File: src/rtl/video_int_gen_pkg.sv
// Shared video definitions for the raster interrupt generator.
// Contents:
//   - im2 vector low bytes, one per interrupt source.
//   - intmask / pend bit indices.
//   - pick_vect(): vector for the highest-priority pending source.
`timescale 1ns/1ps
package video_int_gen_pkg;

  localparam logic [7:0] VEC_FRAME = 8'hFF;
  localparam logic [7:0] VEC_LINE  = 8'hFD;
  localparam logic [7:0] VEC_DMA   = 8'hFB;

  localparam int unsigned IM_FRAME = 0;
  localparam int unsigned IM_LINE  = 1;
  localparam int unsigned IM_DMA   = 2;

  // Priority is frame > line > DMA. With nothing pending the vector idles at
  // 8'hFF, which is the floating-bus value.
  function automatic logic [7:0] pick_vect(input logic [2:0] p);
    if (p[IM_FRAME])    return VEC_FRAME;
    else if (p[IM_LINE]) return VEC_LINE;
    else if (p[IM_DMA])  return VEC_DMA;
    else                 return 8'hFF;
  endfunction

endpackage

File: src/rtl/video_raster_pos.sv
// Raster position tracker with interrupt-position comparators.
// Ports:
//   clk, res_n  : clock and asynchronous active-low reset
//   line_start  : clears hcnt, advances vcnt (saturating at VCNT_MAX)
//   frame_start : clears vcnt
//   col_tick    : advances hcnt (saturating at 255)
//   hint_beg    : horizontal compare position, in col_tick units
//   vint_beg    : frame interrupt line
//   frame_hit   : compare point reached on the frame-INT line (combinational)
//   line_hit    : compare point reached on any other line (combinational)
`timescale 1ns/1ps
module video_raster_pos
  import video_int_gen_pkg::*;
#(
  parameter int unsigned VCNT_MAX = 319
) (
  input  logic       clk,
  input  logic       res_n,
  input  logic       line_start,
  input  logic       frame_start,
  input  logic       col_tick,
  input  logic [7:0] hint_beg,
  input  logic [8:0] vint_beg,
  output logic       frame_hit,
  output logic       line_hit
);

  localparam logic [8:0] VMAX = 9'(VCNT_MAX);

  logic [7:0] hcnt;
  logic [8:0] vcnt;
  logic       at_col;

  always_ff @(posedge clk or negedge res_n) begin
    if (!res_n) begin
      hcnt <= '0;
    end else if (line_start) begin
      hcnt <= '0;
    end else if (col_tick && hcnt != '1) begin
      hcnt <= hcnt + 8'd1;
    end
  end

  always_ff @(posedge clk or negedge res_n) begin
    if (!res_n) begin
      vcnt <= '0;
    end else if (frame_start) begin
      vcnt <= '0;
    end else if (line_start && vcnt != VMAX) begin
      vcnt <= vcnt + 9'd1;
    end
  end

  // Compare against the counters as they stand before this tick's increment.
  always_comb begin
    at_col    = col_tick && (hcnt == hint_beg);
    frame_hit = at_col && (vcnt == vint_beg);
    line_hit  = at_col && (vcnt != vint_beg);
  end

endmodule

File: src/rtl/video_int_gen.sv
// Raster interrupt generator: prioritised frame/line/DMA requests on Z80 /INT.
// Ports:
//   clk, res_n   : clock and asynchronous active-low reset
//   zclk_tick    : one pulse per Z80 T-state, times the frame request window
//   line_start, frame_start, col_tick : raster strobes
//   hint_beg, vint_beg : interrupt position from the port block
//   intmask      : source enables {dma, line, frame}
//   dma_end      : DMA completion strobe
//   intack       : Z80 interrupt acknowledge strobe
//   int_start    : one-clk pulse on every frame hit (mask-independent)
//   int_n        : Z80 /INT, active low
//   int_vect     : im2 vector low byte of the highest pending source
//   pend         : pending flags {dma, line, frame}
`timescale 1ns/1ps
module video_int_gen
  import video_int_gen_pkg::*;
#(
  parameter int unsigned INT_LEN  = 32,
  parameter int unsigned VCNT_MAX = 319
) (
  input  logic       clk,
  input  logic       res_n,
  input  logic       zclk_tick,
  input  logic       line_start,
  input  logic       frame_start,
  input  logic       col_tick,
  input  logic [7:0] hint_beg,
  input  logic [8:0] vint_beg,
  input  logic [2:0] intmask,
  input  logic       dma_end,
  input  logic       intack,
  output logic       int_start,
  output logic       int_n,
  output logic [7:0] int_vect,
  output logic [2:0] pend
);

  localparam logic [5:0] LEN_LAST = 6'(INT_LEN - 1);

  logic       frame_hit;
  logic       line_hit;
  logic [2:0] set_req;
  logic [2:0] ack_clr;
  logic       timeout;
  logic [2:0] pend_nxt;
  logic [5:0] len_cnt;

  video_raster_pos #(
    .VCNT_MAX(VCNT_MAX)
  ) u_pos (
    .clk        (clk),
    .res_n      (res_n),
    .line_start (line_start),
    .frame_start(frame_start),
    .col_tick   (col_tick),
    .hint_beg   (hint_beg),
    .vint_beg   (vint_beg),
    .frame_hit  (frame_hit),
    .line_hit   (line_hit)
  );

  // Clears are applied before sets so a same-clk set always wins; the
  // final mask AND clears any disabled source every clk.
  always_comb begin
    set_req           = '0;
    set_req[IM_FRAME] = frame_hit;
    set_req[IM_LINE]  = line_hit;
    set_req[IM_DMA]   = dma_end;

    ack_clr = '0;
    if (intack) begin
      if (pend[IM_FRAME])     ack_clr[IM_FRAME] = 1'b1;
      else if (pend[IM_LINE]) ack_clr[IM_LINE]  = 1'b1;
      else if (pend[IM_DMA])  ack_clr[IM_DMA]   = 1'b1;
    end

    timeout  = pend[IM_FRAME] && zclk_tick && (len_cnt == LEN_LAST);

    pend_nxt = pend & ~ack_clr;
    if (timeout) pend_nxt[IM_FRAME] = 1'b0;
    pend_nxt = (pend_nxt | set_req) & intmask;
  end

  always_ff @(posedge clk or negedge res_n) begin
    if (!res_n) begin
      pend      <= '0;
      int_n     <= 1'b1;
      int_start <= 1'b0;
      len_cnt   <= '0;
    end else begin
      pend      <= pend_nxt;
      int_n     <= ~|pend_nxt;
      int_start <= frame_hit;
      if (set_req[IM_FRAME] && intmask[IM_FRAME]) begin
        len_cnt <= '0;
      end else if (pend[IM_FRAME] && zclk_tick) begin
        len_cnt <= timeout ? '0 : len_cnt + 6'd1;
      end
    end
  end

  assign int_vect = pick_vect(pend);

endmodule

File: config.mk
export PLATFORM = sky130hd
export DESIGN_NAME = video_int_gen
export DESIGN_NICKNAME = d
export VERILOG_FILES = /design/src/rtl/video_int_gen_pkg.sv /design/src/rtl/video_raster_pos.sv /design/src/rtl/video_int_gen.sv
export SDC_FILE = /design/constraint.sdc
export NUM_CORES = 1
export LEC_CHECK = 0
export ABC_AREA = 1
export CAP_MARGIN = 20
export CELL_PAD_IN_SITES_DETAIL_PLACEMENT = 0
export CELL_PAD_IN_SITES_GLOBAL_PLACEMENT = 1
export CORE_UTILIZATION = 39
export CTS_CLUSTER_SIZE = 12
export DETAILED_ROUTE_END_ITERATION = 10
export GPL_TIMING_DRIVEN = 0
export PLACE_DENSITY = 0.9
export SLEW_MARGIN = 30
export SYNTH_ARGS = -nofsm -noshare
export SYNTH_HDL_FRONTEND = slang
export SYNTH_SLANG_ARGS = --single-unit
File: constraint.sdc
create_clock -name clk -period 3.5 [get_ports clk]
set_input_delay 0.35 -clock clk [delete_from_list [all_inputs] [get_ports clk]]
set_output_delay 0.35 -clock clk [all_outputs]
set_load 0.01 [all_outputs]
==> summary.md, run 1 <==
| Metric | Value |
|---|---|
| Root Buffer | clkbuf_8 |
| Die H | 71.03 um |
| Register area share after synthesis | 0.3778 |
| Count of final setup violators | 0 |
| Power per cell area | 270.9 nW/um^2 |
| Yosys warning count | 0 |
| Worst path cell trace | inv_1 -> nand2_1 -> clkdlybuf4s50_1 |
| Setup bufs post-CTS | 0 |
| Max IR drop VDD | 0.1932 mV |
| Tmin final | 1.671 ns |
| Slew headroom | 0.5759 |
| Htree depth | 1 |
| DRC violations left | 5 |
| Area share of the largest cell type after synthesis | 0.3636 |
| Crit path from | pend[0] |
| Least-Margin Pin Slew | 0.6362 ns |
| Slowest cell on the critical path | clkdlybuf4s50_1 |
| Largest net degree at the start of global routing | 29 |
| Clock buffer depth | 2 |
| Crit. End Element | output port |
| DIE AREA | 5045 um^2 |
| Synthesized cell area | 1858 um^2 |
| Main synth FF type | dfrtp_1 |
| F_max | 598.3 MHz |
| Initial cell density of the core | 0.4153 |
| CTS Buf Count | 3 |
| DRT Wirelength | 3604 um |
| Flops & latches, synth | 28 |
| Clock latency on the worst-skew pair | 0.27 ns |
| Chip Width | 71.03 um |
| DR iter-0 viols | 125 |
| Routed WL per cell | 10.18 um |
| N_diodes | 0 |
| RSZ-0062 raised after global routing | false |
| Leakage | 1.113 nW |
| I/O pin count | 41 |
| GRT Residual Overflow | 0 |
| Met1 Use GR | 0.2152 |
| Capture point of the worst path | int_vect[1] |
| First-pass DRT Iterations | 7 |
| Met2 usage in global routing | 0.2575 |
| Status | complete, but fails checks |
| Max-cap violations | 0 |
| Failing checks | DRC |
| WP data required | 3.15 ns |
| Core area | 4474 um^2 |
| Setup CP Type | reg2out |
| Total vias in the final route | 1635 |
| GRT Max-Usage Layer | met2 |
| Period utilisation layout | 0.4776 |
| Initial antenna violation count | 0 |
| Vias per cell | 4.619 |
| Setup TNS | 0 ns |
| Number of port buffers | 34 |
| Layout cells sized above 1 | 0.1258 |
| Vias in the first global route | 1462 |
| Post-synth EDFFs | 0 |
| # resized after CTS | 0 |
| Antenna-violating nets left | 0 |
| Synth cell types | 28 |
| Flop-to-flop setup slack | 1.90 ns |
| Area delta synth->final | 24.98% |
| Met3 usage | 0.02279 |
| Placed Area | 2277 um^2 |
| Fin. max-slew vios | 0 |
| Post-Route Skew | 0.01328 ns |
| Worst Hold Class | in2async |
| First-pass GRT wire length | 6265 um |
| GRT Overall Usage | 0.1549 |
| Synth area leaders | dfrtp_1 (36%), nand2_1 (13%), inv_1 (7.5%) |
| Synth Instances | 259 |
| Ys async rst share | 1.000 |
| Largest area contributor in the netlist | dfrtp_1 |
| HPWL after DPL | 2843 um |
| CTS tree | done |
| Setup crit start kind | register |
| Worst stage delay on the critical path | 0.52 ns |
| Fin area | 2322 um^2 |
| GPL Wtd Cong | 0.8522 |
| NumNets Final | 334 |
| Core Rows | 24 |
| Worst r2r path cells | 10 |
| Final Util | 0.5190 |
| Worst r2r src | u_pos.vcnt[0] |
| Count of final hold-check violations | 0 |
| # hold bufs at CTS | 0 |
| Post-Syn Area per Cell | 7.174 um^2 |
| Fillers | 471 |
| Crit path max fanout | 4 |
| Clock-pin slew on the worst setup and hold paths | 0.10 ns |
| Critical R2R Capture | u_pos.vcnt[8] |
| Clk sink count | 28 |
| Worst Path Arrival | 1.32 ns |
==> synthesized netlist by cell type, types with 6 or more instances <==
cell     number
nand2_1      63
inv_2         8
inv_1        37
nor2_1       28
dfrtp_1      27
nand3_1      26
xnor2_1       7
a21oi_1       6
o21ai_0       7
buf_4         6
xor2_1        7
==> state kept, by name, summed over array words and instances (netlist names) <==
name	count
int_n	1
int_start	1
len_cnt	6
pend	3
u_pos.hcnt	8
u_pos.vcnt	9
==> how the worst min path moves through the flow <==
stage | start | to | slack [ns]
after global placement | u_pos.hcnt[5] | u_pos.hcnt[5] | 0.55
after global routing | res_n | u_pos.vcnt[5] | 0.13
after CTS | res_n | u_pos.vcnt[4] | 0.11
after floorplan | res_n | int_start | 0.05
final | res_n | u_pos.vcnt[4] | 0.09
after detailed placement | res_n | u_pos.hcnt[6] | 0.42
==> final cells by class <==
type / count / area, um^2 / share of cell area
timing repair buffer: 34 / 335.3 / 0.1444
inverter: 45 / 168.9 / 0.07274
sequential: 28 / 701.9 / 0.3023
multi-input combinational: 184 / 949.7 / 0.4089
clock buffer: 4 / 45.04 / 0.01940
buffer: 7 / 56.30 / 0.02425
tap: 52 / 65.06 / 0.02802
==> layer usage <==
metal | share of wire | up-vias
met3 | 0.033 | 2
met1 | 0.51 | 722
li1 | - | 879
met4 | 0.0069 | 0
met2 | 0.45 | 32
met5 | 0 | -
==> critical path, delay by kind of cell, from the launching register on <==
kind	cells	cell delay, ns
buffers and inverters	2	0.60
DFF	1	0.40
and+or+nand+nor	1	0.06
==> power breakdown <==
| part | switching [W] | total (W) | internal [W] |
|---|---|---|---|
| clock network | 0.0000970 | 0.000178 | 0.0000814 |
| registers | 0.00000841 | 0.000340 | 0.000332 |
| logic | 0.0000529 | 0.000110 | 0.0000575 |
| total | 0.000158 | 0.000629 | 0.000471 |
==> logic make-up (layout without fill, tap and decap cells) <==
family	Yosys count	in the layout	share of synthesized area
AO/OA/AOI/OAI	22	22	0.07340
XOR/XNOR	14	14	0.06599
adder cells (fa/ha/maj)	3	3	0.02020
buffers and inverters	52	90	0.1212
flip-flops	28	28	0.3778
other	1	6	0.002018
AND/OR/NAND/NOR	139	139	0.3394
==> through the flow <==
| stage | total power (W) | cells | setup slack [ns] | hold WS [ns] |
|---|---|---|---|---|
| 2_1_floorplan | 0.0004018 | 264 | 2.076 | 0.05441 |
| 3_3_place_gp | 0.0004576 | 350 | 1.555 | 0.5522 |
| 3_5_place_dp | 0.0004574 | 350 | 1.636 | 0.4177 |
| 4_1_cts | 0.0006374 | 354 | 1.817 | 0.1109 |
| 5_1_grt | 0.0006639 | 354 | 1.740 | 0.1313 |
| 6_report | 0.0006291 | 354 | 1.829 | 0.09319 |
==> placed cells by master (no fill, tap or decap), types with 6 or more instances in the layout <==
| cell type | count |
|---|---|
| nand2_1 | 63 |
| nand3_1 | 26 |
| clkdlybuf4s50_1 | 33 |
| inv_1 | 37 |
| conb_1 | 6 |
| o21ai_0 | 7 |
| inv_2 | 8 |
| xor2_1 | 7 |
| nor2_1 | 28 |
| buf_4 | 6 |
| xnor2_1 | 7 |
| a21oi_1 | 6 |
| dfrtp_1 | 27 |
No activity file was read; power rests on OpenSTA's default activity.
==> run 2, diff against run 1 <==
--- a/config.mk
+++ b/config.mk
@@ -9,11 +9,11 @@
 export CAP_MARGIN = 20
 export CELL_PAD_IN_SITES_DETAIL_PLACEMENT = 0
 export CELL_PAD_IN_SITES_GLOBAL_PLACEMENT = 1
-export CORE_UTILIZATION = 39
+export CORE_UTILIZATION = 32
 export CTS_CLUSTER_SIZE = 12
 export DETAILED_ROUTE_END_ITERATION = 10
 export GPL_TIMING_DRIVEN = 0
-export PLACE_DENSITY = 0.9
+export PLACE_DENSITY = 0.79
 export SLEW_MARGIN = 30
 export SYNTH_ARGS = -nofsm -noshare
 export SYNTH_HDL_FRONTEND = slang
==> constraint.sdc (replaced) <==
create_clock -name clk -period 1.5 [get_ports clk]
set_input_delay 0.15 -clock clk [delete_from_list [all_inputs] [get_ports clk]]
set_output_delay 0.15 -clock clk [all_outputs]
set_load 0.01 [all_outputs]
==> summary.md, run 2 (synthesis results as in run 1) <==
| Metric | Value |
|---|---|
| Vias in the first global route | 1605 |
| Worst hold slack | 0.3855 ns |
| NumNets Final | 350 |
| CTS tree | done |
| Post-Route Skew | 0.01002 ns |
| GPL Wtd Cong | 0.7924 |
| HPWL after DPL | 2968 um |
| Crit path from | u_pos.vcnt[0] |
| Biggest regs | u_pos.vcnt x9, u_pos.hcnt x8, len_cnt x6 |
| Most common cell after layout, fill and taps aside | nand2_1 |
| Layout cells sized above 1 | 0.2484 |
| Count of final hold-check violations | 0 |
| Slowest cell on the critical path | dfrtp_1 |
| Count of final setup violators | 15 |
| Crit path max fanout | 7 |
| WP buf/inv | 0 |
| Worst r2r src | u_pos.vcnt[0] |
| Top reg by flops | u_pos.vcnt |
| Tmin final | 1.599 ns |
| Clk sink count | 28 |
| Die H | 78.20 um |
| Clock latency on the worst-skew pair | 0.28 ns |
| Vias per cell | 4.474 |
| Fin. max-slew vios | 0 |
| DRC violations left | 0 |
| Chip Width | 78.20 um |
| DIE AREA | 6115 um^2 |
| F_max | 625.5 MHz |
| Root Buffer | clkbuf_8 |
| Beginning of the worst hold path | intmask[1] |
| Worst Path Arrival | 1.77 ns |
| GRT Overall Usage | 0.1464 |
| Antenna-violating nets left | 0 |
| Worst path cell trace | ha_2 -> nand2_2 -> nor2_4 -> nand2_2 -> nor2_4 -> nand2_4 -> nand2_8 -> nor2_2 -> xor2_1 -> nor2_1 |
| Setup crit start kind | register |
| N_diodes | 0 |
| First-pass GRT wire length | 7072 um |
| Period utilisation layout | 1.066 |
| Failing checks | setup timing |
| I/O pin count | 41 |
| Least-Margin Pin Slew | 0.6788 ns |
| Uppermost routed layer | met4 |
| Critical R2R Capture | u_pos.vcnt[8] |
| Status | complete, but fails checks |
| DR iter-0 viols | 71 |
| Metal2 WL | 2121 um |
| Slew headroom | 0.5475 |
| Post-route setup slack | -0.09866 ns |
| Worst r2r path cells | 10 |
| Clock-pin slew on the worst setup and hold paths | 0.11 ns |
| Max reg flops | 9 |
| Routed wire length on met3 | 189 um |
| GRT Residual Overflow | 0 |
| Htree depth | 1 |
| Placed Area | 2302 um^2 |
| Hold depth | 3 |
| Flop-to-flop setup slack | -0.1 ns |
| RSZ-0062 raised after global routing | true |
| Routed WL per cell | 11.18 um |
| Total vias in the final route | 1745 |
| Crit path max-delay family | simple AND/OR/NAND/NOR gates |
| WP data required | 1.67 ns |
| Number of port buffers | 34 |
| Clock buffer depth | 2 |
| Final Util | 0.4799 |
| First-pass DRT Iterations | 4 |
| Power per cell area | 651.0 nW/um^2 |
| Max IR drop VDD | 0.3866 mV |
| M1 wire length | 2024 um |
| Worst Hold Class | in2reg |
| DRT Wirelength | 4361 um |
| Area delta synth->final | 43.10% |
| Most frequent cells in the layout | nand2_1 (57), inv_1 (37), clkdlybuf4s50_1 (30) |
| Initial antenna violation count | 0 |
| Crit. End Element | register |
| Leakage | 1.252 nW |
| Core Rows | 27 |
| Max-cap violations | 0 |
| Fin area | 2659 um^2 |
| Core area | 5540 um^2 |
| Initial cell density of the core | 0.3354 |
| Fillers | 589 |
| Largest net degree at the start of global routing | 29 |
| Worst stage delay on the critical path | 0.40 ns |
| Setup CP Type | reg2reg |
| Hold EP | pend[1] |
| CTS Buf Count | 3 |
run 2: changes by cell type in the layout (fill, tap and decap cells not counted), sizes merged:
cell	previous run	this run
dlymetal6s2s	0	2
dlygate4sd2	0	1
clkbuf	4	3
buf	8	23
bufinv	0	1
dlygate4sd3	0	1
clkdlybuf4s50	33	30
run 2: worst reg2reg max path, stage by stage, from the launching register on:
cell	delay, ns
dfrtp_1	0.40
ha_2	0.21
nand2_2	0.07
nor2_4	0.12
nand2_2	0.08
nor2_4	0.15
nand2_4	0.10
nand2_8	0.11
nor2_2	0.05
xor2_1	0.15
nor2_1	0.06
run 2: worst max-delay path by stage:
stage / to / depth (start not counted)
floorplan: u_pos.hcnt[5] / 10
global placement: len_cnt[5] / 1
detailed placement: len_cnt[4] / 10
CTS: u_pos.hcnt[4] / 8
global route: u_pos.vcnt[8] / 10
finish: u_pos.vcnt[8] / 10
run 2: final cells by class:
cell class	instances	area (um^2)	area share
multi-input cells	184	1102	0.4146
flip-flops and latches	28	704.4	0.2649
repair buffers	50	465.4	0.1751
inverters	45	168.9	0.06353
well taps	72	90.09	0.03388
plain buffers	7	56.30	0.02118
clock buffers	3	41.29	0.01553
clock inverters	1	30.03	0.01129
run 2: repair_timing:
action,CTS,global route
cloned,1,0
setup buffers,9,6
gates resized for setup,9,31
hold buffers,1,0
setup endpoints to repair,16,28
pin swaps,2,17
hold endpoints to repair,27,0
run 2: power by group:
group	total (W)	switching, W	internal (W)
Combinational	0.000325	0.000155	0.000170
Sequential	0.000793	0.0000177	0.000775
Clock	0.000613	0.000255	0.000358
Total	0.00173	0.000428	0.00130
run 2: metrics by stage:
| stage | cells | total power (W) | setup TNS (ns) | setup slack [ns] |
|---|---|---|---|---|
| floorplan | 264 | 0.0009376 | 0 | 0.07570 |
| detailed placement | 370 | 0.001071 | -1.865 | -0.1566 |
| CTS | 385 | 0.001719 | -0.2662 | -0.05071 |
| global placement | 370 | 0.001070 | -9.846 | -0.3075 |
| finish | 390 | 0.001731 | -0.7882 | -0.09866 |
| global route | 390 | 0.001810 | -2.579 | -0.1773 |
run 2: layer usage:
layer	GRT usage	vias up
met5	0	-
met4	0.02778	0
met3	0.03023	4
met2	0.2570	31
met1	0.1854	796
li1	-	914
